===== src/rtl/sram_arbiter.sv =====
// sram_arbiter: shares one external 8-bit asynchronous SRAM between the
// loader (write-only), port A and port B. Generates address setup, write
// pulse, data hold and read sampling, and completes each access with a
// one-cycle ack pulse.
//
// Handshake (all three requesters): a requester raises req (iniW/aReq/bReq)
// and holds it, together with address, data and direction, until it sees
// its ack pulse. The ack is a single-cycle completion strobe. In the ack
// cycle that requester's req is ignored, so a req that is still high only
// because the requester has not yet reacted cannot start a duplicate access.
// Read data on aQ/bQ is valid from the ack cycle until the next read
// completes on that port.
module sram_arbiter #(
  parameter int AW        = 21,
  parameter int WE_CYCLES = 2,
  parameter int BMAX      = 4
) (
  input  logic          clock,
  input  logic          reset,
  input  logic          init,
  // loader port
  input  logic          iniW,
  input  logic [AW-1:0] iniA,
  input  logic [7:0]    iniD,
  output logic          iniAck,
  // port A
  input  logic          aReq,
  input  logic          aWr,
  input  logic [AW-1:0] aA,
  input  logic [7:0]    aD,
  output logic [7:0]    aQ,
  output logic          aAck,
  // port B
  input  logic          bReq,
  input  logic          bWr,
  input  logic [AW-1:0] bA,
  input  logic [7:0]    bD,
  output logic [7:0]    bQ,
  output logic          bAck,
  // SRAM pad side
  output logic          sramWe,
  output logic [AW-1:0] sramA,
  output logic [7:0]    sramDQo,
  output logic          sramDQe,
  input  logic [7:0]    sramDQi,
  // debug: current FSM state (0 = IDLE, 1 = RD1, 2 = RD2, 3 = WSET,
  // 4 = WPUL, 5 = WHLD)
  output logic [2:0]    dbg_state
);

  typedef enum logic [2:0] {
    S_IDLE = 3'd0,
    S_RD1  = 3'd1,
    S_RD2  = 3'd2,
    S_WSET = 3'd3,
    S_WPUL = 3'd4,
    S_WHLD = 3'd5
  } state_t;

  localparam logic [1:0] OWN_INI = 2'd0;
  localparam logic [1:0] OWN_A   = 2'd1;
  localparam logic [1:0] OWN_B   = 2'd2;

  // Pulse-length counter holds the remaining WPUL cycles after the current one.
  localparam int CW = (WE_CYCLES > 1) ? $clog2(WE_CYCLES) : 1;
  // Starvation counter saturates at BMAX.
  localparam int SW = $clog2(BMAX + 1);

  // Control / datapath registers
  state_t          state_q,   state_d;
  logic [1:0]      owner_q,   owner_d;
  logic            wr_q,      wr_d;
  logic [AW-1:0]   addr_q,    addr_d;     // latched address, drives sramA
  logic [7:0]      dqo_q,     dqo_d;      // latched write data, drives sramDQo
  logic [CW-1:0]   we_cnt_q,  we_cnt_d;
  logic [SW-1:0]   starve_q,  starve_d;

  // Registered outputs
  logic            we_q,      we_d;
  logic            dqe_q,     dqe_d;
  logic            ini_ack_q, ini_ack_d;
  logic            a_ack_q,   a_ack_d;
  logic            b_ack_q,   b_ack_d;
  logic [7:0]      aq_q,      aq_d;
  logic [7:0]      bq_q,      bq_d;

  // Arbitration terms
  logic            ini_v, a_v, b_v;
  logic            b_forced;
  logic            grant_ini, grant_a, grant_b;

  // Requests masked by their own ack, then prioritised for the current phase.
  always_comb begin
    ini_v     = iniW & ~ini_ack_q;
    a_v       = aReq & ~a_ack_q;
    b_v       = bReq & ~b_ack_q;
    b_forced  = (starve_q >= SW'(BMAX));
    grant_ini = 1'b0;
    grant_a   = 1'b0;
    grant_b   = 1'b0;
    if (state_q == S_IDLE) begin
      if (!init) begin
        grant_ini = ini_v;
      end else begin
        grant_b = b_v & (b_forced | ~a_v);
        grant_a = a_v & ~grant_b;
      end
    end
  end

  // State register and all datapath/output flops; reset wins over everything.
  always_ff @(posedge clock) begin
    if (reset) begin
      state_q   <= S_IDLE;
      owner_q   <= OWN_INI;
      wr_q      <= 1'b0;
      addr_q    <= '0;
      dqo_q     <= '0;
      we_cnt_q  <= '0;
      starve_q  <= '0;
      we_q      <= 1'b1;
      dqe_q     <= 1'b0;
      ini_ack_q <= 1'b0;
      a_ack_q   <= 1'b0;
      b_ack_q   <= 1'b0;
      aq_q      <= '0;
      bq_q      <= '0;
    end else begin
      state_q   <= state_d;
      owner_q   <= owner_d;
      wr_q      <= wr_d;
      addr_q    <= addr_d;
      dqo_q     <= dqo_d;
      we_cnt_q  <= we_cnt_d;
      starve_q  <= starve_d;
      we_q      <= we_d;
      dqe_q     <= dqe_d;
      ini_ack_q <= ini_ack_d;
      a_ack_q   <= a_ack_d;
      b_ack_q   <= b_ack_d;
      aq_q      <= aq_d;
      bq_q      <= bq_d;
    end
  end

  // Next-state logic: sequencing, grant latching and starvation tracking.
  always_comb begin
    state_d  = state_q;
    owner_d  = owner_q;
    wr_d     = wr_q;
    addr_d   = addr_q;
    dqo_d    = dqo_q;
    we_cnt_d = we_cnt_q;
    starve_d = starve_q;

    case (state_q)
      S_IDLE: begin
        if (grant_ini) begin
          owner_d = OWN_INI;
          wr_d    = 1'b1;         // the loader only ever writes
          addr_d  = iniA;
          dqo_d   = iniD;
          state_d = S_WSET;
        end else if (grant_a) begin
          owner_d = OWN_A;
          wr_d    = aWr;
          addr_d  = aA;
          dqo_d   = aD;
          state_d = aWr ? S_WSET : S_RD1;
        end else if (grant_b) begin
          owner_d = OWN_B;
          wr_d    = bWr;
          addr_d  = bA;
          dqo_d   = bD;
          state_d = bWr ? S_WSET : S_RD1;
        end
      end
      S_RD1: state_d = S_RD2;
      S_RD2: state_d = S_IDLE;
      S_WSET: begin
        we_cnt_d = CW'(WE_CYCLES - 1);
        state_d  = S_WPUL;
      end
      S_WPUL: begin
        if (we_cnt_q == '0) begin
          state_d = S_WHLD;
        end else begin
          we_cnt_d = we_cnt_q - CW'(1);
        end
      end
      S_WHLD: state_d = S_IDLE;
      default: state_d = S_IDLE;
    endcase

    // B waiting is only counted while bReq is actually up.
    if (!bReq || grant_b) begin
      starve_d = '0;
    end else if (grant_a && (starve_q < SW'(BMAX))) begin
      starve_d = starve_q + SW'(1);
    end
  end

  // Output logic: pad controls follow the next state so they come out of
  // flops; acks and read data follow the state being left.
  always_comb begin
    we_d      = (state_d != S_WPUL);
    dqe_d     = (state_d == S_WSET) || (state_d == S_WPUL) || (state_d == S_WHLD);
    ini_ack_d = 1'b0;
    a_ack_d   = 1'b0;
    b_ack_d   = 1'b0;
    aq_d      = aq_q;
    bq_d      = bq_q;
    if ((state_q == S_RD2) || (state_q == S_WHLD)) begin
      ini_ack_d = (owner_q == OWN_INI);
      a_ack_d   = (owner_q == OWN_A);
      b_ack_d   = (owner_q == OWN_B);
    end
    if (state_q == S_RD2) begin
      if (owner_q == OWN_A) aq_d = sramDQi;
      if (owner_q == OWN_B) bq_d = sramDQi;
    end
  end

  assign iniAck    = ini_ack_q;
  assign aAck      = a_ack_q;
  assign bAck      = b_ack_q;
  assign aQ        = aq_q;
  assign bQ        = bq_q;
  assign sramWe    = we_q;
  assign sramDQe   = dqe_q;
  assign sramA     = addr_q;
  assign sramDQo   = dqo_q;
  assign dbg_state = state_q;

endmodule


===== config.mk =====
export PLATFORM = sky130hd
export DESIGN_NAME = sram_arbiter
export DESIGN_NICKNAME = d
export VERILOG_FILES = /design/src/rtl/sram_arbiter.sv
export SDC_FILE = /design/constraint.sdc
export NUM_CORES = 1
export LEC_CHECK = 0
export ABC_AREA = 1
export BUFFER_PORTS_ARGS = -buffer_cell sky130_fd_sc_hd__clkbuf_2
export CORE_ASPECT_RATIO = 1.2
export CORE_MARGIN = 2
export CORE_UTILIZATION = 29
export CTS_BUF_LIST = sky130_fd_sc_hd__clkbuf_2
export DETAILED_ROUTE_END_ITERATION = 16
export GPL_TIMING_DRIVEN = 0
export HOLD_SLACK_MARGIN = 0.1
export MAX_ROUTING_LAYER = met4
export PLACE_DENSITY = 0.62
export SYNTH_ARGS = -nofsm -noshare
export SYNTH_HDL_FRONTEND = slang
export SYNTH_SLANG_ARGS = --single-unit

===== constraint.sdc =====
create_clock -name clock -period 1.7 [get_ports clock]
set_input_delay 0 -clock clock [delete_from_list [all_inputs] [get_ports clock]]
set_output_delay 0 -clock clock [all_outputs]
set_load 0.01 [all_outputs]

Word level (Yosys, flattened, before mapping):

Cells that the tools add are included.

* multiplexer cells: 24
* eq/ne operators: 11
* order comparisons: 2
* reductions and logical operators: 15
* add/sub/neg operators: 2
* bitwise operators: 12

Operators with widths (count)
* 2-to-1 mux 21 bit: 3
* 2-to-1 mux 8 bit: 3
* == test 3 bit, second input constant: 4
* 2-to-1 mux 3 bit: 4
* case mux 3 bit (4 select lines): 1
* 2-to-1 mux 2 bit: 5
* == test 3 x 2 -> 1 bit, second input constant: 3
* 2-to-1 mux 1 bit: 7
* NOT 1 bit: 6
* AND reduction 2 bit: 3
* bitwise AND 1 bit: 5
* logical OR 1 bit: 4
* OR reduction 2 bit: 2
* adder 3 x 1 -> 3 bit, second input constant: 1
* == test 3 x 1 -> 1 bit, second input constant: 1
* >= comparator 3 bit, second input constant: 1
* zero test 3 bit: 1
* less-than comparator 3 bit, second input constant: 1
* inequality test 3 bit, second input constant: 1
* nonzero test 3 bit: 1
* == test 2 x 1 -> 1 bit, second input constant: 1
* == test 2 bit, second input constant: 1
* zero test 2 bit: 1
* case mux 1 bit (2 select lines): 1
* other kinds (5): 5

* input port bits: 103
* output and inout port bits: 53
* register bits: 59
* word-level logic and storage cells: 79

Logic depth before layout (Yosys ltp):

* depth after elaboration: 15
* gate-level depth with buffers: 11
* gate-level depth less buffers: 11

Least setup slack after synthesis:

OpenSTA, ideal clock, no wires.

* path kind: register to register
* start: register state_q[1] (netlist: dbg_state[1])
* end: register dqe_q (netlist: sramDQe)
* setup time: 0.125 ns
* data arrival time: 1.291 ns
* required time: 1.575 ns
* stages on the path, launching flop included: 10
* path buffers: 0
* setup slack: 0.284 ns
* clock period less this slack: 1.416 ns
* cell sequence: dfxtp_1 -> nor2_4 -> nand2_4 -> nor2_4 -> nand2_2 -> or2_2 -> nand2_1 -> nand2_1 -> nand2_1 -> a21oi_1

* word-level cells in the longest chain between the ends: 9
* elaborated cells between the ends (all ways): 17
* those cells by class: eq/ne: 6; mux: 8; reduce/logical: 3

Ends and longest elaborated chain
* from (decl): line 70 `state_t state_q, state_d;`
* from (signal assigned): line 129 `state_q <= state_d;`
* zero test 3 bit: line 101, 156
* 2-to-1 mux 1 bit: line 101 `if (state_q == S_IDLE) begin`
* 2-to-1 mux 3 bit: line 170 `end else if (grant_b) begin`
* 2-to-1 mux 3 bit: line 164 `end else if (grant_a) begin`
* 2-to-1 mux 3 bit: line 158 `if (grant_ini) begin`
* case mux 3 bit (4 select lines) *: line 156 `case (state_q)`
* == test 3 x 2 -> 1 bit or == test 3 bit (tied branches): line 207 `dqe_d = (state_d == S_WSET) || (state_d == S_WPUL) || (state_d == S_WHLD);`
* logical OR 1 bit: line 207
* logical OR 1 bit *: line 207
* to (signal assigned): line 137 `dqe_q <= dqe_d;`
* to (decl): line 80 `logic dqe_q, dqe_d;`

Every way passes the cells marked *; elsewhere a longest branch is shown, timed or not.
A chain may end at the register's enable or synchronous reset.

Worst setup path after layout:

* start: register state_q[1] (netlist: dbg_state[1])
* end: register addr_q[2] (netlist: sramA[2])

* word-level cells in the longest chain between the ends: 4
* elaborated cells between the ends (all ways): 8
* those cells by class: mux: 5; reduce/logical: 3

Ends and longest elaborated chain
* zero test 3 bit *: line 101, 156
* 2-to-1 mux 1 bit: line 101
* nonzero test 3 bit (no line) or 2-to-1 mux 21 bit (tied branches)
* AND reduction 2 bit (no line) or 2-to-1 mux 21 bit (tied branches)
* to (signal assigned): line 132 `addr_q <= addr_d;`
* to (decl): line 73 `logic [AW-1:0] addr_q, addr_d;`

Marks and branches as above.

==> impl_metrics.tcl <==
set metrics [dict create \
    area_growth_pct 74.3 \
    cp.required_ns 2.09 \
    dr.pass1.iters 4 \
    status "finished clean" \
    max_slew_margin_pct 70.2 \
    grt_use_total_pct 21.4 \
    clk_root_buffer_cell "clkbuf_2" \
    multi_input_area_sq_um 1360 \
    clock_sinks 59 \
    min-delay-start "iniW" \
    syn_area_per_cell_sq_um 6.99 \
    post_cts_buffers 0 \
    io_pins 156 \
    rsz0062_at_grt "no" \
    initial_utilization_pct 30.0 \
    netlist_top_cells_area "dfxtp_1 (43%), nand2_1 (13%), nor2_1 (10%)" \
    maxCapViolations 0 \
    p_per_area_nw_per_um2 750 \
    clkLatencyLatePin_ns 0.47 \
    ir_worst_vdd_uv 293 \
    min_period_ns 1.52 \
    antenna_left 0 \
    wl_per_cell_um 13.3 \
    cp.arrival_ns 1.91 \
    hold_path_end "sramDQo[7]" \
    grt_max_degree 12 \
    diodes 0 \
    reg2reg_depth 8 \
    die_y_um 111 \
    cellLeakagePower_nw 2.34 \
    die_w_um 92.8 \
    finalSetupViolCount 0 \
    mostFrequentLayoutCells "clkbuf_2 (165), dlygate4sd3_1 (101), nand2_1 (96)" \
    end_kind "flip-flop" \
    clk_path_buf_depth 2 \
    worstPathMaxFanout 10 \
    hold_viol 0 \
    hpwl_mm 6.59 \
    yosys.area.top_type "dfxtp_1" \
    drive_above_1_share_pct 32.0 \
    cp_slowest_stage_delay_ns 0.39 \
    seq_area_sq_um 1180 \
    ys_seq_area_share_pct 43.1 \
    reg2reg_from "dbg_state[1]" \
    crit_type "flip-flop to flip-flop" \
    ys_seq_elements 59 \
    crit_buf_inv 2 \
    antenna_found_initial 0 \
    grt_pass1_wl_mm 16.9 \
    cts_tree "built" \
    cts_made_buffers 9 \
    rows 38 \
    final_util_pct 52.3 \
    start_kind "flip-flop" \
    gr-total-overflow 0 \
    crit_top_cell "nor2_4" \
    setup-tns-final_ns 0 \
    ys_warn_count 0 \
    holdPathStages 8 \
    synth_top_area_share_pct 43.1 \
    synth_nets 496 \
    fin_skew_ns 0.0201 \
    num_vias 3514 \
    worst_slew_pin_slew_ns 0.447 \
    core_sq_um 9130 \
    slowest_stage "dfxtp_2" \
    htreeDepth 3 \
    syn_inst 392 \
    worst_r2r_endpoint "sramA[2]" \
    final_common_cell "clkbuf_2" \
    drc 0 \
    maxSlewViolCount 0 \
    finalWeightedCongestion 0.795 \
    hp-class "primary input to flip-flop" \
    drt-vias-per-instance 4.49 \
    io_buffer_count 155 \
    fmax_ghz 0.657 \
    fill_cells 867 \
    clk_pin_slew_ns 0.19 \
    rrSetupSlack_ns 0.18 \
    grt_pass1_vias 3658 \
    syn_area_sq_um 2740 \
    path_delay_family "simple AND/OR/NAND/NOR gates" \
    die-area_sq_um 10200 \
    totalWireLength_mm 10.4 \
    layout.nets 762 \
    crit_path_cell_trace "nor2_4, nand3_2, nor2_4, inv_2, nand2_4, buf_4, o21ai_1, a21oi_1" \
    drt_iter0_markers 226 \
    finalCritPeriodShare_pct 89.5 \
    yosys.cell_types.count 29 \
]
-- report_power, final --
part	switching [W]	internal [W]	leakage [nW]
registers	0.0000896	0.00153	0.484
clock network	0.000544	0.000193	0.0462
logic	0.000650	0.000576	1.81
total	0.00128	0.00230	2.34
-- synth_stat cells (all sizes together) --
library cell / n
or2: 1
xnor2: 1
inv: 17
nor2: 77
buf: 15
dfxtp: 59
clkbuf: 4
nand2: 110
clkinv: 1
nand3b: 1
a21oi: 32
nor3: 4
nand3: 22
ha: 1
o211ai: 1
o21ai: 46
-- tightest hold or removal path, delay by kind of cell --
kind          cells  cell delay [ns]
buf+inv           2             0.24
simple gates      6             0.42
-- final cells by class --
cell class / instances / share of cell area (%)
well taps: 120 / 3.14
flip-flops and latches: 59 / 24.8
clock buffers: 10 / 1.05
inverters: 18 / 1.49
plain buffers: 18 / 2.88
clock inverters: 6 / 0.890
multi-input cells: 296 / 28.4
repair buffers: 256 / 37.4
-- how the worst max path moves through the flow --
stage | from | cells after the start | slack (ns) | endpoint
finish | dbg_state[1] | 8 | 0.18 | sramA[2]
global route | aAck | 9 | 0.02 | sramA[14]
CTS | dbg_state[1] | 9 | 0.09 | sramA[14]
detailed placement | dbg_state[1] | 9 | 0.09 | sramA[9]
global placement | dbg_state[1] | 9 | 0.1 | sramA[6]
floorplan | dbg_state[1] | 9 | 0.28 | sramDQe
-- routing by layer --
metal,vias to the layer above,GRT usage [%],part of all wire [%],wire length (um)
met5,-,-,0,0
met4,0,10.9,3.8,396
met3,36,5.05,5.0,521
met2,147,35.4,49,5100
met1,1540,23.9,42,4390
li1,1791,-,-,-
-- repair_timing --
item / 4_1_cts / 5_1_grt
endpoints found under the setup margin: 0 / 25
resized for setup: 0 / 6
hold buffers: 101 / 0
endpoints found under the hold margin: 53 / 0
-- registers in the layout, indices dropped and copies added, names as in the netlist --
signal	count
aAck	1
we_cnt_q	1
sramDQo	8
owner_q	2
starve_q	3
sramA	21
bQ	8
sramWe	1
aQ	8
dbg_state	3
iniAck	1
bAck	1
sramDQe	1
-- logic make-up after synthesis --
group / synth area share, %
and+or+nand+nor: 33.6
AOI/OAI and AO/OA: 14.9
DFF: 43.1
buffers and inverters: 7.62
xor gates and xnor gates: 0.320
adders and majority gates: 0.456
-- through the flow --
| stage | setup slack [ns] | total power [W] | cells | instance area, sq um | hold WS (ns) |
|---|---|---|---|---|---|
| final | 0.178 | 0.00358 | 783 | 4780 | 0.215 |
| after global routing | 0.0173 | 0.00384 | 783 | 4780 | 0.191 |
| after floorplan | 0.284 | 0.00225 | 392 | 2740 | 0.0691 |
| after global placement | 0.0955 | 0.00265 | 667 | 3670 | 0.240 |
| after CTS | 0.0859 | 0.00361 | 784 | 4770 | 0.168 |
| after detailed placement | 0.0875 | 0.00267 | 667 | 3670 | 0.238 |
Power figures use the tool's default switching activity.
